$ cat src/rtl/turf_bus_pkg.sv
// ----------------------------------------------------------------------------
// turf_bus_pkg
// Shared definitions for both ends of the TURF register bus
// (nCSTURF / TURF_WnR / TURF_DIO[7:0]).
// Contents: FSM state encoding, WnR polarity, bytes per word,
//           and a helper that clamps configurable cycle counts to 1..7.
// ----------------------------------------------------------------------------
package turf_bus_pkg;

    localparam int STATE_W = 3;
    typedef logic [STATE_W-1:0] state_t;

    localparam logic [2:0] ST_IDLE    = 3'd0;
    localparam logic [2:0] ST_ADDR    = 3'd1;
    localparam logic [2:0] ST_WDATA   = 3'd2;
    localparam logic [2:0] ST_TURN    = 3'd3;
    localparam logic [2:0] ST_RDATA   = 3'd4;
    localparam logic [2:0] ST_RECOVER = 3'd5;

    localparam logic WNR_WRITE = 1'b1;
    localparam logic WNR_READ  = 1'b0;

    localparam int         BYTES_PER_WORD = 4;
    localparam logic [1:0] LAST_BYTE      = 2'(BYTES_PER_WORD - 1);

    // Cycle counts live in 3-bit counters; zero would mean "no cycle",
    // which the bus timing cannot tolerate, so force the range to 1..7.
    function automatic int clamp_cycles(input int n);
        return (n < 1) ? 1 : ((n > 7) ? 7 : n);
    endfunction

endpackage

$ cat src/rtl/turf_bus_initiator.sv
// ----------------------------------------------------------------------------
// turf_bus_initiator
// TURFIO-side master of the TURF register bus. Turns one local request
// (8-bit address, 32-bit data) into a byte-serial bus transaction:
// address byte, then 4 write bytes or a bus turnaround plus 4 read bytes,
// all LSB byte first, followed by a recovery gap with nCS high.
//
// Ports
//   clk_i, rst_i        bus clock, asynchronous active-high reset
//   req_i, wr_i,        request strobe and its write flag, address, data;
//   addr_i, wdata_i     sampled only while idle (busy_o=0)
//   busy_o, ack_o       busy through recovery; one-cycle completion strobe
//   rdata_o             last completed read word
//   turf_ncs_o          nCSTURF (active low)
//   turf_wnr_o          TURF_WnR (1 = write)
//   turf_dio_o/_oe_o    DIO output byte and its drive enable
//   turf_dio_i          DIO input byte from the pad
//
// state   | meaning
// IDLE    | bus released, waiting for req_i
// ADDR    | driving address byte, nCS low
// WDATA   | driving write bytes 0..3
// TURN    | DIO released, responder takes the bus
// RDATA   | sampling read bytes 0..3
// RECOVER | nCS high for IDLE_CYCLES, ack_o in first cycle
// ----------------------------------------------------------------------------
module turf_bus_initiator
    import turf_bus_pkg::*;
#(
    parameter int TURN_CYCLES = 1,
    parameter int IDLE_CYCLES = 1
) (
    input  logic        clk_i,
    input  logic        rst_i,
    input  logic        req_i,
    input  logic        wr_i,
    input  logic [7:0]  addr_i,
    input  logic [31:0] wdata_i,
    output logic        busy_o,
    output logic        ack_o,
    output logic [31:0] rdata_o,
    output logic        turf_ncs_o,
    output logic        turf_wnr_o,
    output logic [7:0]  turf_dio_o,
    output logic        turf_dio_oe_o,
    input  logic [7:0]  turf_dio_i
);

    // Counters are down-counters loaded with (cycles-1); exit on zero.
    localparam logic [2:0] TURN_LOAD = 3'(clamp_cycles(TURN_CYCLES) - 1);
    localparam logic [2:0] REC_LOAD  = 3'(clamp_cycles(IDLE_CYCLES) - 1);

    state_t      r_state;
    logic        r_wr;
    logic [31:0] r_wdata;
    logic [23:0] r_rshift;
    logic [1:0]  r_byte_cnt;
    logic [2:0]  r_turn_cnt;
    logic [2:0]  r_rec_cnt;

    logic        w_last_byte;
    assign w_last_byte = (r_byte_cnt == LAST_BYTE);

    always_ff @(posedge clk_i or posedge rst_i) begin
        if (rst_i) begin
            r_state       <= ST_IDLE;
            r_wr          <= WNR_READ;
            r_wdata       <= '0;
            r_rshift      <= '0;
            r_byte_cnt    <= '0;
            r_turn_cnt    <= '0;
            r_rec_cnt     <= '0;
            busy_o        <= 1'b0;
            ack_o         <= 1'b0;
            rdata_o       <= '0;
            turf_ncs_o    <= 1'b1;
            turf_wnr_o    <= WNR_READ;
            turf_dio_o    <= '0;
            turf_dio_oe_o <= 1'b0;
        end else begin
            ack_o <= 1'b0;
            case (r_state)
                ST_IDLE: begin
                    if (req_i) begin
                        r_wr          <= wr_i;
                        r_wdata       <= wdata_i;
                        busy_o        <= 1'b1;
                        turf_ncs_o    <= 1'b0;
                        turf_wnr_o    <= wr_i;
                        turf_dio_o    <= addr_i;
                        turf_dio_oe_o <= 1'b1;
                        r_state       <= ST_ADDR;
                    end
                end
                ST_ADDR: begin
                    r_byte_cnt <= '0;
                    if (r_wr == WNR_WRITE) begin
                        turf_dio_o <= r_wdata[7:0];
                        r_state    <= ST_WDATA;
                    end else begin
                        turf_dio_oe_o <= 1'b0;
                        r_turn_cnt    <= TURN_LOAD;
                        r_state       <= ST_TURN;
                    end
                end
                ST_WDATA: begin
                    // Count wraps 3->0 on the last byte, ready for next time.
                    r_byte_cnt <= r_byte_cnt + 2'd1;
                    if (w_last_byte) begin
                        turf_ncs_o    <= 1'b1;
                        turf_dio_oe_o <= 1'b0;
                        turf_wnr_o    <= WNR_READ;
                        ack_o         <= 1'b1;
                        r_rec_cnt     <= REC_LOAD;
                        r_state       <= ST_RECOVER;
                    end else begin
                        // Next byte sits in [15:8]; shift keeps it there.
                        turf_dio_o <= r_wdata[15:8];
                        r_wdata    <= {8'h00, r_wdata[31:8]};
                    end
                end
                ST_TURN: begin
                    if (r_turn_cnt == 3'd0) begin
                        r_state <= ST_RDATA;
                    end else begin
                        r_turn_cnt <= r_turn_cnt - 3'd1;
                    end
                end
                ST_RDATA: begin
                    r_byte_cnt <= r_byte_cnt + 2'd1;
                    case (r_byte_cnt)
                        2'd0:    r_rshift[7:0]   <= turf_dio_i;
                        2'd1:    r_rshift[15:8]  <= turf_dio_i;
                        2'd2:    r_rshift[23:16] <= turf_dio_i;
                        default: rdata_o         <= {turf_dio_i, r_rshift};
                    endcase
                    if (w_last_byte) begin
                        turf_ncs_o <= 1'b1;
                        turf_wnr_o <= WNR_READ;
                        ack_o      <= 1'b1;
                        r_rec_cnt  <= REC_LOAD;
                        r_state    <= ST_RECOVER;
                    end
                end
                ST_RECOVER: begin
                    if (r_rec_cnt == 3'd0) begin
                        busy_o  <= 1'b0;
                        r_state <= ST_IDLE;
                    end else begin
                        r_rec_cnt <= r_rec_cnt - 3'd1;
                    end
                end
                default: begin
                    busy_o        <= 1'b0;
                    turf_ncs_o    <= 1'b1;
                    turf_dio_oe_o <= 1'b0;
                    turf_wnr_o    <= WNR_READ;
                    r_state       <= ST_IDLE;
                end
            endcase
        end
    end

endmodule
$ cat config.mk
export PLATFORM = sky130hd
export DESIGN_NAME = turf_bus_initiator
export DESIGN_NICKNAME = d
export VERILOG_FILES = /design/src/rtl/turf_bus_pkg.sv /design/src/rtl/turf_bus_initiator.sv
export SDC_FILE = /design/constraint.sdc
export NUM_CORES = 1
export LEC_CHECK = 0
export CAP_MARGIN = 0
export CORE_ASPECT_RATIO = 0.5
export CORE_UTILIZATION = 34
export DETAILED_ROUTE_END_ITERATION = 8
export GPL_TIMING_DRIVEN = 0
export HOLD_SLACK_MARGIN = 0.12
export PLACE_DENSITY = 0.54
export SLEW_MARGIN = 20
export SYNTH_ARGS = -nofsm -noshare
export SYNTH_HDL_FRONTEND = slang
export SYNTH_SLANG_ARGS = --single-unit
export TNS_END_PERCENT = 100
$ cat constraint.sdc
create_clock -name clk_i -period 8.9 [get_ports clk_i]
set_input_delay 1.335 -clock clk_i [delete_from_list [all_inputs] [get_ports clk_i]]
set_output_delay 1.335 -clock clk_i [all_outputs]
set_load 0.01 [all_outputs]
### After elaboration in Yosys (flattened, before gate mapping)

Cells that the tools add are included.

| operators by class | value |
|---|---|
| bitwise operators | 4 |
| muxes and demuxes | 33 |
| reduce and logical (&&, ||, !) cells | 27 |
| add/sub/neg operators | 3 |
| equal/unequal tests | 18 |

Operators by type and width:

| kind | count |
|---|---|
| 32-bit 2-to-1 mux | 2 |
| 32-bit case mux with 2 select lines | 1 |
| 3-bit 2-to-1 mux | 8 |
| 8-bit 2-to-1 mux | 3 |
| 8-bit case mux with 3 select lines | 1 |
| 2-bit != test, second input constant | 9 |
| 3-bit case mux with 5 select lines | 1 |
| 3-bit AND reduction | 5 |
| 3-bit case mux with 2 select lines | 2 |
| 4-bit AND reduction | 3 |
| 1-bit 2-to-1 mux | 10 |
| 2-bit AND reduction | 5 |
| 3-bit logical NOT | 3 |
| 1-bit case mux with 3 select lines | 3 |
| 3-bit OR reduction | 3 |
| 2-bit nonzero test | 4 |
| 3-bit by 2-bit equality test with 1-bit output, second input constant | 2 |
| 3-bit equality test, second input constant | 2 |
| 3-bit by 1-bit subtractor with 3-bit output, second input constant | 2 |
| 2-bit equality test, second input constant | 2 |
| 1-bit inverter | 4 |
| 1-bit case mux with 4 select lines | 1 |
| 2-bit case mux with 2 select lines | 1 |
| 4-bit OR reduction | 1 |
| 7 further kinds | 7 |

| word-level totals | value |
|---|---|
| word-level logic and storage cells | 101 |
| output and inout bits | 45 |
| bits of input ports | 52 |
| bits in registers | 113 |

### Logic depth before layout (Yosys ltp)

Gate-level depths: netlist of the first run.

| logic depth | value |
|---|---|
| word-level depth | 4 |
| mapped depth | 7 |
| gate-level depth less buffers | 6 |

### Worst setup path before layout of the first run

OpenSTA, ideal clock, no wires.

| path | value |
|---|---|
| path kind | in2reg |
| from | in req_i |
| to | reg turf_dio_o[0] |
| data required time | 8775 ps |
| path buffers | 0 |
| setup time | 125 ps |
| cell stages on the path | 4 |
| arrival time | 2194 ps |
| path slack | 6581 ps |
| cell sequence | or2b_4 > o21ai_2 > o21ai_4 > mux2_4 |

| between the ends | value |
|---|---|
| longest elaborated chain between the ends | 2 |

Ends and longest elaborated chain:

| item | line | source |
|---|---|---|
| start, declared | turf_bus_initiator.sv:35 | `input logic req_i,` |
| 2-bit != test (no source line) | n/a |  |
| 4-bit AND reduction (no source line) | n/a |  |
| end signal, assigned | turf_bus_initiator.sv:90 | `turf_dio_o <= addr_i;` |
| end signal, assigned | turf_bus_initiator.sv:98 | `turf_dio_o <= r_wdata[7:0];` |
| end signal, assigned | turf_bus_initiator.sv:118 | `turf_dio_o <= r_wdata[15:8];` |
| end, declared | turf_bus_initiator.sv:44 | `output logic [7:0] turf_dio_o,` |

Every way passes these cells.
A chain may end at the register's enable or synchronous reset.

### Final worst setup path of the first run

| path | value |
|---|---|
| from | reg turf_ncs_o |
| to | out turf_ncs_o |

RTL lines:

| item | line | source |
|---|---|---|
| start, declared | turf_bus_initiator.sv:42 | `output logic turf_ncs_o,` |
| start signal, assigned | turf_bus_initiator.sv:76 | `turf_ncs_o <= 1'b1;` |
| start signal, assigned | turf_bus_initiator.sv:88 | `turf_ncs_o <= 1'b0;` |
| start signal, assigned | turf_bus_initiator.sv:110 | `turf_ncs_o <= 1'b1;` |

No word-level cell between the ends.

==> results.py, run 1 <==
metrics = {
    "status": {
        "status": "completed",
    },
    "logic_synthesis": {
        "synth_top_area_share_pct": 52.7,
        "syn_inst": 469,
        "synth_area_per_cell_um2": 11.3,
        "synth_seq_cells": 113,
        "syn_area_um2": 5320,
        "synth_cell_types": 45,
        "yosysSeqAreaShare_pct": 53.2,
        "yosysWarnings": 0,
        "synth_top_area_cell": "dfrtp_1",
        "synthTopCellsByArea": "dfrtp_1 (53%), mux2_4 (11%), mux2_2 (5.5%), nand2_1 (5.4%), a31oi_1 (3.1%)",
        "syn-num-nets": 530,
    },
    "sta": {
        "skew_ns": 0.00766,
        "whs_ns": 0.473,
        "rsz0062_at_grt": "no",
        "hold_violations": 0,
        "fin_ws_ns": 6.11,
        "tightest_slew_ns": 0.632,
        "slew_violations": 0,
        "tns_ns": 0,
        "max_freq_ghz": 0.359,
        "slew_headroom_pct": 57.6,
        "setup-violations-final": 0,
        "period_needed_ns": 2.79,
        "min_period_over_period_pct": 31.3,
    },
    "critical_path": {
        "worstPathRequired_ns": 7.57,
        "reg2reg_from": "r_byte_cnt[0]",
        "cp_cell_sequence": "clkdlybuf4s50_1",
        "cp_data_arrival_time_ns": 1.45,
        "worst_r2r_path_depth": 6,
        "crit_type": "reg2out",
        "crit_family": "buffers and inverters",
        "crit_buf_inv": 1,
        "crit_fanout": 2,
        "cpMaxStageDelayCell": "clkdlybuf4s50_1",
        "slowest_delay_ns": 0.53,
        "r2r-end": "r_wdata[5]",
        "rrSetupSlack_ns": 6.90,
        "crit_path_end_kind": "output port",
        "start_kind": "flop",
        "startpoint": "turf_ncs_o",
    },
    "clock_tree": {
        "post_cts_resized": 0,
        "numCtsBuffers": 17,
        "h-tree-depth": 4,
        "cts.root.buffer_cell": "clkbuf_16",
        "path_clk_slew_ns": 0.06,
        "cts_setup_buffers": 0,
        "tritoncts": "built",
        "cts_buffer_depth": 2,
        "hold_buffers": 0,
        "clock_latency_ns": 0.40,
        "clkSinkCount": 113,
    },
    "finish": {
        "seq_area_um2": 2830,
        "fillers": 1376,
        "multi_input_area_um2": 2220,
        "drive_above_1_share_pct": 23.1,
        "diodes": 0,
        "synthToLayoutAreaGrowth_pct": 35.0,
        "nets": 646,
        "stdcell_count": 796,
    },
    "global_route": {
        "grt_max_degree": 58,
        "grt_pass1_vias": 3947,
        "gr-usage-all-layers_pct": 16.8,
        "grt-busiest-layer": "met2",
        "met3_usage_pct": 3.70,
        "grt_antenna_before_repair": 0,
        "met2_usage_pct": 25.1,
        "met1_usage_pct": 24.1,
        "grt_pass1_wl_mm": 20.9,
        "overflow": 0,
    },
    "die": {
        "die_h_um": 90.5,
        "fp.dieArea_um2": 16200,
        "ioPinCount": 97,
        "start_util_pct": 35.8,
        "rows": 31,
        "fp.dieW_um": 179,
        "core_area_um2": 14900,
    },
    "detailed_routing": {
        "drt_iter0_markers": 183,
        "route.detailed.drc": 0,
        "vias_per_cell": 4.90,
        "first_pass_iters": 4,
        "totalWireLength_mm": 12.6,
        "postRouteAntennaNets": 0,
        "via_count": 3903,
        "wl_per_cell_um": 15.9,
    },
    "hold_path": {
        "hp-class": "reg2reg",
        "hp-start": "r_rec_cnt[2]",
        "hold_path_end": "r_rec_cnt[2]",
        "whs_path_depth": 1,
    },
    "placed_design": {
        "hpwlAfterDp_mm": 8.68,
        "gp_congestion": 0.802,
        "port_buffers": 96,
        "numPlacedInstances": 764,
        "preCtsSetupSlack_ns": 5.96,
    },
    "flow_run": {
        "maxCapViolCount": 0,
    },
    "pwr": {
        "power.density_nw_per_um2": 369,
        "vdd_drop_max_uv": 160,
        "leakage_nw": 3.23,
    },
}
## cell usage after synthesis (all sizes together)
cell type,instances
a211oi,2
and2b,1
mux2,64
o21a,1
o21ai,15
nand3b,2
dfstp,1
or2b,1
buf,31
nand3,13
dfrtp,112
nand2,76
a22o,1
a2bb2oi,1
nor2,33
nor2b,3
o32ai,7
or3,1
nand4b,1
nor3,3
and3,5
o221ai,2
o22ai,9
o31ai,2
o211ai,2
a31oi,26
a221oi,8
a21oi,8
mux2i,1
inv,19
nand2b,6
a311oi,1
ha,9
maj3,1
xor2,1
## cell families (layout without fill, tap and decap cells)
kind of cell / Yosys count / count (layout) / synth area share (%)
AOI/OAI and AO/OA: 85 / 85 / 11.0
xor gates and xnor gates: 1 / 1 / 0.165
adders and majority gates: 10 / 10 / 2.30
buffers and inverters: 50 / 179 / 5.03
DFF: 113 / 113 / 53.2
muxes: 65 / 65 / 16.4
and+or+nand+nor: 145 / 145 / 11.9
## per-stage QoR
step                      instance area, µm²  utilization (%)  power [mW]
after CTS                               7180             48.3        2.68
after global placement                  6530             43.9        1.92
after detailed placement                6560             44.2        1.94
after global routing                    7180             48.3        2.83
final                                   7180             48.3        2.65
after floorplan                         5320                -        1.56
## registers in the layout, indices dropped and copies added, names as in the netlist, 2 cells and up
signal      flops
r_wdata        32
r_rec_cnt       3
r_state         3
r_rshift       24
turf_dio_o      8
r_byte_cnt      2
rdata_o        32
r_turn_cnt      3
## report_power, final
part	internal, mW	switching, mW
combinational	0.558	0.483
clock	0.450	0.269
sequential	0.746	0.143
total	1.75	0.895
## worst max-delay path by stage
stage	endpoint	slack, ns	cells after the start
finish	turf_ncs_o	6.11	1
global route	turf_ncs_o	6.07	1
CTS	turf_ncs_o	6.09	1
detailed placement	turf_dio_o[7]	5.96	5
global placement	r_wdata[26]	2.73	2
floorplan	ack_o	4.58	1
## layout by cell type, fill, tap and decap left out, types with 9 or more instances in the layout
master             n
dfrtp_1          112
nor2_1            31
mux2_2            26
inv_1             18
clkbuf_16         17
nand3_1           13
a31oi_1           26
buf_2             22
o22ai_1            9
ha_1               9
nand2_1           76
clkdlybuf4s50_1   96
o21ai_0           11
mux2_4            38
## final cells by class
cell class,instances,share of cell area (%)
flip-flops and latches,113,39.4
well taps,198,3.45
multi-input cells,306,31.0
repair buffers,97,13.8
clock buffers,17,5.92
clock inverters,15,2.72
inverters,19,1.06
plain buffers,31,2.74
## routing by layer
| metal | vias up | share of wire [%] |
|---|---|---|
| met3 | 10 | 4.5 |
| li1 | 1882 | - |
| met1 | 1901 | 51 |
| met4 | 0 | 1.1 |
| met5 | - | 0 |
| met2 | 110 | 44 |
Note: power is estimated with default switching activity, not from simulation.
==> inputs of run 2 (changes only) <==
--- a/config.mk
+++ b/config.mk
@@ -11,7 +11,7 @@
 export DETAILED_ROUTE_END_ITERATION = 8
 export GPL_TIMING_DRIVEN = 0
 export HOLD_SLACK_MARGIN = 0.12
-export PLACE_DENSITY = 0.54
+export PLACE_DENSITY = 0.56
 export SLEW_MARGIN = 20
 export SYNTH_ARGS = -nofsm -noshare
 export SYNTH_HDL_FRONTEND = slang
==> constraint.sdc (replaced) <==
create_clock -name clk_i -period 2.4 [get_ports clk_i]
set_input_delay 0.36 -clock clk_i [delete_from_list [all_inputs] [get_ports clk_i]]
set_output_delay 0.36 -clock clk_i [all_outputs]
set_load 0.01 [all_outputs]
==> results.py, run 2 (synthesis gave the netlist of run 1 again) <==
metrics = {
    "clock_tree": {
        "cts.root.buffer_cell": "clkbuf_16",
        "tritoncts": "built",
        "clock_latency_ns": 0.41,
        "cts_buffer_depth": 2,
        "cts_setup_buffers": 0,
        "path_clk_slew_ns": 0.06,
        "numCtsBuffers": 17,
        "h-tree-depth": 4,
        "post_cts_resized": 0,
        "hold_buffers": 0,
        "clkSinkCount": 113,
    },
    "flow_run": {
        "maxCapViolCount": 0,
    },
    "die": {
        "rows": 31,
        "core_area_um2": 14900,
        "ioPinCount": 97,
        "fp.dieW_um": 179,
        "start_util_pct": 35.8,
        "die_h_um": 90.5,
        "fp.dieArea_um2": 16200,
    },
    "sta": {
        "slew_headroom_pct": 61.3,
        "tns_ns": 0,
        "skew_ns": 0.0111,
        "period_needed_ns": 1.97,
        "rsz0062_at_grt": "no",
        "hold_violations": 0,
        "setup-violations-final": 0,
        "max_freq_ghz": 0.507,
        "min_period_over_period_pct": 82.2,
        "fin_ws_ns": 0.427,
        "slew_violations": 0,
        "tightest_slew_ns": 0.577,
        "whs_ns": 0.304,
    },
    "finish": {
        "diodes": 0,
        "finalInstanceArea_um2": 7170,
        "stdcell_count": 798,
        "synthToLayoutAreaGrowth_pct": 34.8,
        "drive_above_1_share_pct": 23.3,
        "layout_common_cells": "dfrtp_1 (112), clkdlybuf4s50_1 (96), nand2_1 (76)",
        "postLayoutCoreUtil_pct": 48.3,
        "reg.largest.list": "r_wdata (32), rdata_o (32), r_rshift (24)",
        "final_common_cell": "dfrtp_1",
        "nets": 648,
    },
    "pwr": {
        "leakage_nw": 3.22,
        "power.total_mw": 9.59,
        "vdd_drop_max_uv": 667,
        "power.density_nw_per_um2": 1340,
    },
    "critical_path": {
        "worstPathRequired_ns": 2.67,
        "crit_family": "compound AO/OA/AOI/OAI gates",
        "crit_buf_inv": 2,
        "cp_cell_sequence": "ha_1 > a211oi_2 > o21a_1 > buf_4 > buf_2 > a31oi_1",
        "crit_path_end_kind": "flop",
        "startpoint": "r_byte_cnt[0]",
        "reg2reg_from": "r_byte_cnt[0]",
        "slowest_delay_ns": 0.45,
        "cp_data_arrival_time_ns": 2.25,
        "crit_type": "reg2reg",
        "start_kind": "flop",
        "cpMaxStageDelayCell": "dfrtp_1",
        "crit_fanout": 10,
    },
    "placed_design": {
        "hpwlAfterDp_mm": 8.79,
        "gp_congestion": 0.785,
        "numPlacedInstances": 766,
        "place_area_um2": 6590,
        "port_buffers": 96,
        "preCtsSetupSlack_ns": 0.423,
    },
    "detailed_routing": {
        "route.detailed.drc": 0,
        "first_pass_iters": 4,
        "totalWireLength_mm": 12.4,
        "drt_iter0_markers": 185,
        "via_count": 3839,
        "vias_per_cell": 4.81,
        "postRouteAntennaNets": 0,
        "wl_per_cell_um": 15.5,
    },
    "global_route": {
        "grt_antenna_before_repair": 0,
        "grt_pass1_wl_mm": 20.4,
        "overflow": 0,
        "gr-usage-all-layers_pct": 16.4,
        "grt_pass1_vias": 3778,
        "grt_max_degree": 34,
    },
    "hold_path": {
        "hp-class": "in2async",
    },
    "status": {
        "status": "completed",
    },
}
[run 2: cell count changes in the layout (fill, tap and decap cells not counted), moves of 2 or more]
cell | before | now
bufinv_16 | 3 | 1
clkinvlp_4 | 1 | 3
buf_12 | 0 | 3
inv_6 | 7 | 5
[run 2: routing by layer]
| layer | wire length (µm) | share of wire [%] | vias to the layer above | global-route usage, % |
|---|---|---|---|---|
| li1 | - | - | 1884 | - |
| met1 | 6370 | 51 | 1844 | 24.0 |
| met2 | 5370 | 43 | 103 | 23.9 |
| met3 | 566 | 4.6 | 8 | 4.42 |
| met4 | 77 | 0.62 | 0 | 3.60 |
| met5 | 0 | 0 | - | 0 |
[run 2: worst register-to-register path, cell delays in order, from the launching register on]
cell,delay (ns)
dfrtp_1,0.45
ha_1,0.35
a211oi_2,0.34
o21a_1,0.18
buf_4,0.17
buf_2,0.25
a31oi_1,0.12
[run 2: final timing paths]
| path | to | slack [ns] | depth (start not counted) |
|---|---|---|---|
| setup reg to reg | r_wdata[3] | 0.43 | 6 |
| max in group asynchronous | r_wdata[28] | 1.35 | 4 |
| min in group clk_i | r_wdata[29] | 0.47 | 2 |
| hold reg to reg | r_wdata[29] | 0.47 | 2 |
| setup / recovery | r_wdata[3] | 0.43 | 6 |
| hold / removal | rdata_o[22] | 0.30 | 2 |
[run 2: final cells by class]
type | count | area [µm²]
plain buffers | 31 | 196
clock buffers | 17 | 425
clock inverters | 15 | 153
fillers | 1368 | 7680
inverters | 19 | 75.1
multi-input cells | 306 | 2220
flip-flops and latches | 113 | 2830
well taps | 198 | 248
repair buffers | 99 | 1020
[run 2: where the power goes]
part / internal [mW] / switching (mW)
combinational: 2.08 / 1.76
clock: 1.46 / 1.00
sequential: 2.77 / 0.529
total: 6.30 / 3.29
